## config.mk

```make
export PLATFORM = sky130hd
export DESIGN_NAME = jtag_tap_multi
export DESIGN_NICKNAME = d
export VERILOG_FILES = /design/src/rtl/jtag_pkg.sv /design/src/rtl/jtag_tap_fsm.sv /design/src/rtl/jtag_tap_multi.sv
export SDC_FILE = /design/constraint.sdc
export NUM_CORES = 1
export LEC_CHECK = 0
export ABC_AREA = 1
export CORE_MARGIN = 5
export CORE_UTILIZATION = 55
export CTS_CLUSTER_DIAMETER = 50
export DETAILED_ROUTE_END_ITERATION = 12
export DONT_BUFFER_PORTS = 1
export PLACE_DENSITY_LB_ADDON = 0.3
export SYNTH_ARGS = -nofsm -noshare
export SYNTH_HDL_FRONTEND = slang
export SYNTH_HIERARCHICAL = 1
export SYNTH_SLANG_ARGS = --single-unit
```

## constraint.sdc

```tcl
create_clock -name TCK -period 1.85 [get_ports TCK]
set_input_delay 0.37 -clock TCK [delete_from_list [all_inputs] [get_ports TCK]]
set_output_delay 0.37 -clock TCK [all_outputs]
set_load 0.1 [all_outputs]
```

## src/rtl/jtag_pkg.sv

```systemverilog
// Shared types and constants for the multi-register JTAG TAP:
// the TAP state encoding, the fixed opcodes and the BYPASS opcode helper.
package jtag_pkg;

    typedef enum logic [3:0] {
        EXIT2_DR         = 4'h0,
        EXIT1_DR         = 4'h1,
        SHIFT_DR         = 4'h2,
        PAUSE_DR         = 4'h3,
        SELECT_IR        = 4'h4,
        UPDATE_DR        = 4'h5,
        CAPTURE_DR       = 4'h6,
        SELECT_DR        = 4'h7,
        EXIT2_IR         = 4'h8,
        EXIT1_IR         = 4'h9,
        SHIFT_IR         = 4'hA,
        PAUSE_IR         = 4'hB,
        RUN_TEST_IDLE    = 4'hC,
        UPDATE_IR        = 4'hD,
        CAPTURE_IR       = 4'hE,
        TEST_LOGIC_RESET = 4'hF
    } tap_state_t;

    localparam int OP_IDCODE    = 1;
    localparam int OP_USER_BASE = 2;

    // BYPASS is the all-ones instruction for the given IR width
    function automatic int bypass_op(input int ir_size);
        return (1 << ir_size) - 1;
    endfunction

endpackage

```

## src/rtl/jtag_tap_fsm.sv

```systemverilog
// 16-state TAP controller: state register and TMS-driven next-state logic only.
module jtag_tap_fsm
    import jtag_pkg::*;
(
    input  logic       i_tck,
    input  logic       i_trst_n,
    input  logic       i_tms,
    output tap_state_t o_state
);

    tap_state_t r_state;
    tap_state_t w_next;

    // State register with synchronous active-low reset
    always_ff @(posedge i_tck) begin
        if (!i_trst_n) begin
            r_state <= TEST_LOGIC_RESET;
        end else begin
            r_state <= w_next;
        end
    end

    // Next-state decode on TMS
    always_comb begin
        w_next = r_state;
        case (r_state)
            TEST_LOGIC_RESET: w_next = i_tms ? TEST_LOGIC_RESET : RUN_TEST_IDLE;
            RUN_TEST_IDLE:    w_next = i_tms ? SELECT_DR : RUN_TEST_IDLE;
            SELECT_DR:        w_next = i_tms ? SELECT_IR : CAPTURE_DR;
            CAPTURE_DR:       w_next = i_tms ? EXIT1_DR : SHIFT_DR;
            SHIFT_DR:         w_next = i_tms ? EXIT1_DR : SHIFT_DR;
            EXIT1_DR:         w_next = i_tms ? UPDATE_DR : PAUSE_DR;
            PAUSE_DR:         w_next = i_tms ? EXIT2_DR : PAUSE_DR;
            EXIT2_DR:         w_next = i_tms ? UPDATE_DR : SHIFT_DR;
            UPDATE_DR:        w_next = i_tms ? SELECT_DR : RUN_TEST_IDLE;
            SELECT_IR:        w_next = i_tms ? TEST_LOGIC_RESET : CAPTURE_IR;
            CAPTURE_IR:       w_next = i_tms ? EXIT1_IR : SHIFT_IR;
            SHIFT_IR:         w_next = i_tms ? EXIT1_IR : SHIFT_IR;
            EXIT1_IR:         w_next = i_tms ? UPDATE_IR : PAUSE_IR;
            PAUSE_IR:         w_next = i_tms ? EXIT2_IR : PAUSE_IR;
            EXIT2_IR:         w_next = i_tms ? UPDATE_IR : SHIFT_IR;
            UPDATE_IR:        w_next = i_tms ? SELECT_DR : RUN_TEST_IDLE;
            default:          w_next = TEST_LOGIC_RESET;
        endcase
    end

    assign o_state = r_state;

endmodule

```

## src/rtl/jtag_tap_multi.sv

```systemverilog
// JTAG TAP with parametrised IR, BYPASS, IDCODE and NUM_USER_DR user data
// registers, each with core capture input, held parallel output and update strobe.
module jtag_tap_multi
    import jtag_pkg::*;
#(
    parameter int          IR_SIZE      = 4,
    parameter int          DR_SIZE      = 32,
    parameter int          NUM_USER_DR  = 2,
    parameter logic [31:0] IDCODE_VALUE = 32'h1000_0001,
    parameter int          STATE_SIZE   = 4
) (
    input  logic                           TCK,
    input  logic                           TRST_N,
    input  logic                           TMS,
    input  logic                           TDI,
    output logic                           TDO,
    output logic                           TDO_EN,
    input  logic [NUM_USER_DR*DR_SIZE-1:0] USER_DR_IN,
    output logic [NUM_USER_DR*DR_SIZE-1:0] USER_DR_OUT,
    output logic [NUM_USER_DR-1:0]         USER_UPDATE,
    output logic [IR_SIZE-1:0]             IR_OUT,
    output logic [STATE_SIZE-1:0]          TAP_STATE
);

    localparam logic [IR_SIZE-1:0] OP_BYPASS = IR_SIZE'(bypass_op(IR_SIZE));

    tap_state_t                           w_state;
    logic [NUM_USER_DR-1:0][DR_SIZE-1:0]  w_user_in;
    logic [NUM_USER_DR-1:0]               w_sel_user;
    logic                                 w_sel_idcode;
    logic                                 w_sel_bypass;
    logic                                 w_dr_lsb;

    logic [IR_SIZE-1:0]                   r_ir_sr;
    logic [IR_SIZE-1:0]                   r_ir_out;
    logic                                 r_bypass;
    logic [31:0]                          r_idcode_sr;
    logic [NUM_USER_DR-1:0][DR_SIZE-1:0]  r_user_sr;
    logic [NUM_USER_DR-1:0][DR_SIZE-1:0]  r_user_out;
    logic [NUM_USER_DR-1:0]               r_user_upd;
    logic                                 r_tdo;
    logic                                 r_tdo_en;

    jtag_tap_fsm u_fsm (
        .i_tck    (TCK),
        .i_trst_n (TRST_N),
        .i_tms    (TMS),
        .o_state  (w_state)
    );

    assign w_user_in = USER_DR_IN;

    // Instruction decode; any opcode that is not IDCODE or a user slot falls back to BYPASS
    always_comb begin
        w_sel_idcode = (r_ir_out == IR_SIZE'(OP_IDCODE));
        for (int k = 0; k < NUM_USER_DR; k++) begin
            w_sel_user[k] = (r_ir_out == IR_SIZE'(OP_USER_BASE + k));
        end
        w_sel_bypass = (r_ir_out == OP_BYPASS) | ~(w_sel_idcode | (|w_sel_user));
    end

    // LSB of the currently selected data register feeds TDO
    always_comb begin
        w_dr_lsb = r_bypass;
        for (int k = 0; k < NUM_USER_DR; k++) begin
            w_dr_lsb = w_sel_user[k] ? r_user_sr[k][0] : w_dr_lsb;
        end
        w_dr_lsb = w_sel_idcode ? r_idcode_sr[0] : w_dr_lsb;
    end

    // IR, data registers, parallel outputs and TDO, all acting on the current TAP state
    always_ff @(posedge TCK) begin
        if (!TRST_N) begin
            r_ir_sr     <= '0;
            r_ir_out    <= IR_SIZE'(OP_IDCODE);
            r_bypass    <= 1'b0;
            r_idcode_sr <= 32'h0000_0000;
            r_user_sr   <= '0;
            r_user_out  <= '0;
            r_user_upd  <= '0;
            r_tdo       <= 1'b0;
            r_tdo_en    <= 1'b0;
        end else begin
            r_user_upd <= '0;
            r_tdo_en   <= (w_state == SHIFT_DR) || (w_state == SHIFT_IR);
            case (w_state)
                TEST_LOGIC_RESET: r_ir_out <= IR_SIZE'(OP_IDCODE);
                CAPTURE_IR:       r_ir_sr  <= IR_SIZE'(2'b01);
                SHIFT_IR: begin
                    r_tdo   <= r_ir_sr[0];
                    r_ir_sr <= {TDI, r_ir_sr[IR_SIZE-1:1]};
                end
                UPDATE_IR:        r_ir_out <= r_ir_sr;
                CAPTURE_DR: begin
                    if (w_sel_bypass) r_bypass <= 1'b0;
                    if (w_sel_idcode) r_idcode_sr <= IDCODE_VALUE;
                    for (int k = 0; k < NUM_USER_DR; k++) begin
                        if (w_sel_user[k]) r_user_sr[k] <= w_user_in[k];
                    end
                end
                SHIFT_DR: begin
                    r_tdo <= w_dr_lsb;
                    if (w_sel_bypass) r_bypass <= TDI;
                    if (w_sel_idcode) r_idcode_sr <= {TDI, r_idcode_sr[31:1]};
                    // shift form works for DR_SIZE == 1 as well
                    for (int k = 0; k < NUM_USER_DR; k++) begin
                        if (w_sel_user[k]) begin
                            r_user_sr[k] <= (r_user_sr[k] >> 1) | (DR_SIZE'(TDI) << (DR_SIZE - 1));
                        end
                    end
                end
                UPDATE_DR: begin
                    for (int k = 0; k < NUM_USER_DR; k++) begin
                        if (w_sel_user[k]) begin
                            r_user_out[k] <= r_user_sr[k];
                            r_user_upd[k] <= 1'b1;
                        end
                    end
                end
                default: r_tdo <= r_tdo;
            endcase
        end
    end

    assign TDO         = r_tdo;
    assign TDO_EN      = r_tdo_en;
    assign USER_DR_OUT = r_user_out;
    assign USER_UPDATE = r_user_upd;
    assign IR_OUT      = r_ir_out;
    assign TAP_STATE   = STATE_SIZE'(w_state);

endmodule

```

* After elaboration in Yosys (flattened, before gate mapping) *
Cells that the tools add are included.

word-level totals
  bits in registers = 177
  output and inout port bits = 76
  bits of input ports = 68
  word-level logic and storage cells = 93

cells by class
  muxes and demuxes = 32
  reductions and logical operators = 17
  bitwise logic cells = 5
  equality and inequality tests = 27

operators by type and width
  cell                  number
  $mux W32              6
  $pmux W64 S2          1
  $or A31 B32 Y32       2
  $pmux W32 S2          1
  $pmux W4 S12          1
  $eq A4 B4 Y1 const B  9
  $eq A4 B2 Y1 const B  4
  $eq A4 B3 Y1 const B  4
  $ne A2 B2 Y1 const B  8
  $pmux W4 S2           2
  $mux W2               6
  $mux W3               4
  $reduce_and A3 Y1     4
  $eq A4 B1 Y1 const B  2
  $mux W1               8
  $reduce_bool A2 Y1    4
  $reduce_and A2 Y1     3
  $reduce_or A2 Y1      3
  $logic_not A4 Y1      1
  $mux W4               1
  $pmux W1 S2           2
  $reduce_or A3 Y1      1
  $or A1 B1 Y1          2
  $logic_or A1 B1 Y1    1
  $not A1 Y1            1

* Depth between registers and ports, before layout *
  word-level depth = 7
  gate-level depth with buffers = 10
  gate-level depth less buffers = 8

* Modules after synthesis *
Netlist, hierarchy kept.

modules (own cells, without submodules)
  module          times used  sequential area each (um2)  cells each  area an instance (um2)
  jtag_tap_multi  1           3463.3                      969         6880.3
  jtag_tap_fsm    1           80.1                        50          312.8

* Least setup slack after synthesis *
OpenSTA, ideal clock, no wires.

  path type = reg-to-reg
  from = reg u_fsm.r_state[2] (netlist: u_fsm/o_state[2])
  to = reg r_user_out (netlist bit USER_DR_OUT[33])
  data arrival time = 2.160 ns
  setup time = 0.065 ns
  data required time = 1.785 ns
  period minus slack after synthesis = 2.225 ns
  setup slack = -0.375 ns
  buffers on the path = 2
  cell stages (with the launch flop) = 9
  path through = dfxtp_1 > buf_2 > nand4_1 > inv_1 > nand2_1 > inv_2 > buf_2 > nor2_1 > nor2_1

between the ends
  cells in the longest elaborated chain, start to end = 2

ends and longest elaborated chain
  element                             line                   RTL
  start: declaration                  jtag_tap_fsm.sv:11     tap_state_t r_state;
  start signal: assignment            jtag_tap_fsm.sv:19     r_state <= w_next;
  $eq A4 B3 Y1                        jtag_tap_multi.sv:86   case (w_state)
  $reduce_and A2 Y1 (no source line)  n/a
  end signal: indexed assignment      jtag_tap_multi.sv:115  r_user_out[k] <= r_user_sr[k];
  end: declaration                    jtag_tap_multi.sv:39   logic [NUM_USER_DR-1:0][DR_SIZE-1:0] r_user_out;

Every way passes these cells.
A chain may end at the register's enable or synchronous reset.

* Worst setup path after layout *
  from = reg u_fsm.r_state[1] (netlist: u_fsm/o_state[1])
  to = reg r_user_sr[12] (netlist name)

between the ends
  cells in the longest elaborated chain, start to end = 3
  elaborated cells between the ends (all ways) = 7
  those cells by class = 4 x eq/ne; 1 x mux; 2 x reduce/logical

ends and longest elaborated chain
  element                                                                     line                   RTL
  $eq A4 B3 Y1 / $eq A4 B2 Y1 (equally long branches)                         jtag_tap_multi.sv:86
  $ne A2 B2 Y1 (no source line) / $reduce_bool A2 Y1 (equally long branches)  n/a
  $reduce_and A3 Y1 (no source line)                                          n/a
  end signal: indexed assignment                                              jtag_tap_multi.sv:98   if (w_sel_user[k]) r_user_sr[k] <= w_user_in[k];
  end signal: indexed assignment                                              jtag_tap_multi.sv:108  r_user_sr[k] <= (r_user_sr[k] >> 1) | (DR_SIZE'(TDI) << (DR_SIZE - 1));
  end: declaration                                                            jtag_tap_multi.sv:38   logic [NUM_USER_DR-1:0][DR_SIZE-1:0] r_user_sr;

Several ways; a longest one is shown, not always the timed one.

==> flow_summary.ini <==
[cells_and_area]
drive_gt1_share_pct = 14.0
finish.utilization_pct = 67.1
final_common_cell = nand2_1
syn2layout_area_growth_pct = 18.7
final_cell_mix = 308 x nand2_1, 169 x dfxtp_1, 140 x nor2_1
nNetsFinal = 1133
final_cells = 1250
diodes = 0

[clock_tree]
cts-root-buf = clkbuf_16
ctsResizeCount = 0
numClockSinks = 177
numCtsBuffers = 17
cts_tree = built
clockBufferDepth = 2
hold_buffers = 0
post-cts-setup-buffers = 0
clk_latency_ns = 0.42
clk_pin_slew_worst_paths_ns = 0.06
htree_levels = 4

[critical_path]
start_kind = flop
crit_fanout = 64
crit_start = u_fsm/o_state[1]
ff2ff_path_depth = 8
worstPathArrival_ns = 1.86
cp_data_required_time_ns = 2.17
r2r_setup_slack_ns = 0.31
critPathSlowestCell = dfxtp_2
timing.rr.start = u_fsm/o_state[1]
path_cells = inv_1 > nor2_1 > nand2_1 > nor2_4 > buf_12 > nand2_1 > a21oi_1 > nor2_1
slowest_delay_ns = 0.33
critPathKind = flop to flop
crit_family = simple AND/OR/NAND/NOR gates
end_kind = flop
worst-path-buf-inv = 2
reg2reg_to = r_user_sr[12]

[logic_synthesis]
syn_inst = 1019
synth-seq-area-share_pct = 49.3
syn_area_mm2 = 0.00719
synth_nets = 1087
syn_area_per_cell_um2 = 7.06
ys_seq_elements = 177
yosys_warnings = 6
ys_types = 26

[sta]
maxSlewViolCount = 0
slew_headroom_pct = 73.1
fmax_mhz = 650
setup_violations = 0
hold_viol = 0
fin_setup_tns_ns = 0
fin_skew_ns = 0.00759
rsz0062_at_grt = no
worst_pin_slew_ns = 0.403
post-route-period-util_pct = 83.2
min_period_ns = 1.54

[floorplanning]
num_rows = 41
core_area_mm2 = 0.0127
initial_core_util_pct = 56.5
die_x_um = 124
fp.dieH_um = 124
die_area_mm2 = 0.0155
num_io_pins = 144

[worst_hold_path]
hp-class = primary input to flop
hold_start = TRST_N
min_to = IR_OUT[0]
holdPathStages = 1

[grt]
grt_first_pass_wirelength_um = 28800
grt_antenna_before_repair = 0
grt_use_total_pct = 22.0
grt_overflow = 0
grt_pass1_vias = 6028
grt_max_degree = 104

[pwr]
leakagePower_nw = 3.57
cellPowerDensity_mw_per_mm2 = 1080
peakVddDrop_v = 0.000619

[run]
maxCapViolCount = 0

[placed_design]
gp_congestion = 0.864
portBuffers = 0
dpl.hpwl_um = 11200
post-place-cells = 1218

[drt]
avgViaCountPerCell = 5.22
dr.pass1.iters = 5
top_layer_used = met4
wl_met2_um = 8200
ant_nets = 0
drt-met1-wl_um = 7580
drc = 0
vias = 6530
drt-initial-drc-count = 629
routed-wl-met3_um = 1030
wl_per_cell_um = 13.7
finalWirelength_um = 17200

[status]
status = finished clean
layer usage:
layer / track usage (%) / vias to the layer above
met5: 0 / -
met4: 7.29 / 0
met3: 7.29 / 30
met2: 35.8 / 172
met1: 27.4 / 2972
li1: - / 3356
stage by stage:
stage / hold WS (ns) / worst slack [ns] / instance area, um^2 / power, mW
2_1_floorplan: 0.437 / 0.0225 / 7200 / 5.29
3_3_place_gp: 0.448 / 0.424 / 7910 / 5.54
3_5_place_dp: 0.454 / 0.352 / 7910 / 5.55
4_1_cts: 0.0149 / 0.306 / 8540 / 9.27
5_1_grt: 0.0137 / 0.169 / 8540 / 9.60
6_report: 0.0270 / 0.312 / 8540 / 9.23
worst register-to-register path: cells and delay by family, from the launching register on:
family                 cells  cell delay (ns)
AOI/OAI and AO/OA          1             0.17
and+or+nand+nor            5             0.62
buffers and inverters      2             0.31
DFF                        1             0.33
cells in the mapped netlist:
library cell  number  area share (%)
nor3_2             2            0.28
inv_1             39             2.0
nand4_1            3            0.26
o21ai_2            1            0.12
nor2_8             1            0.28
xor2_2             1            0.23
buf_1              1           0.052
nor3_1             5            0.35
nor2_4             2            0.31
a211oi_1           1            0.10
buf_4              6            0.63
o21ai_0           81             5.6
buf_2             30             2.1
nand2_1          308              16
inv_2              7            0.37
nand2_2            1           0.087
clkbuf_1          28             1.5
dfxtp_1          177              49
o21ai_1           20             1.4
nand3_1           36             2.5
nor2_1           140             7.3
nand3b_1           1            0.10
nor2_2             3            0.26
buf_6              1            0.16
a21oi_1          122             8.5
o22ai_1            2            0.17
flip-flops by register name, summed over array words and instances (netlist names), 2 cells and up:
name	flops
r_idcode_sr	32
r_ir_sr	4
IR_OUT	4
u_fsm/o_state	4
USER_DR_OUT	64
r_user_sr	64
USER_UPDATE	2
kinds of logic after synthesis:
family	after synthesis	synth area share, %
AND/OR/NAND/NOR	502	27.8
AO/OA/AOI/OAI	227	15.9
flip-flops	177	49.3
buffers and inverters	112	6.78
XOR/XNOR	1	0.226
worst max-delay path by stage:
stage	to	depth (start not counted)	slack [ns]
final	r_user_sr[12]	8	0.31
after global routing	r_user_sr[23]	8	0.17
after CTS	TAP_STATE[2]	1	0.31
after detailed placement	r_user_sr[23]	7	0.35
after global placement	r_user_sr[32]	9	0.42
after floorplan	USER_DR_OUT[33]	8	0.02
layout make-up:
| class | instances | area, um^2 |
|---|---|---|
| multi-input combinational | 730 | 3170 |
| inverter | 46 | 173 |
| timing repair buffer | 93 | 798 |
| fill | 1132 | 4180 |
| tap | 172 | 215 |
| clock inverter | 11 | 153 |
| sequential | 177 | 3550 |
| clock buffer | 21 | 480 |
where the power goes:
part / total [mW] / internal, mW / switching [mW] / leakage [nW]
Sequential: 3.97 / 3.90 / 0.0671 / 1.43
Combinational: 1.52 / 0.364 / 1.16 / 1.85
Clock: 3.75 / 2.28 / 1.47 / 0.302
Total: 9.23 / 6.54 / 2.69 / 3.57
No activity file was read; power rests on OpenSTA's default activity.
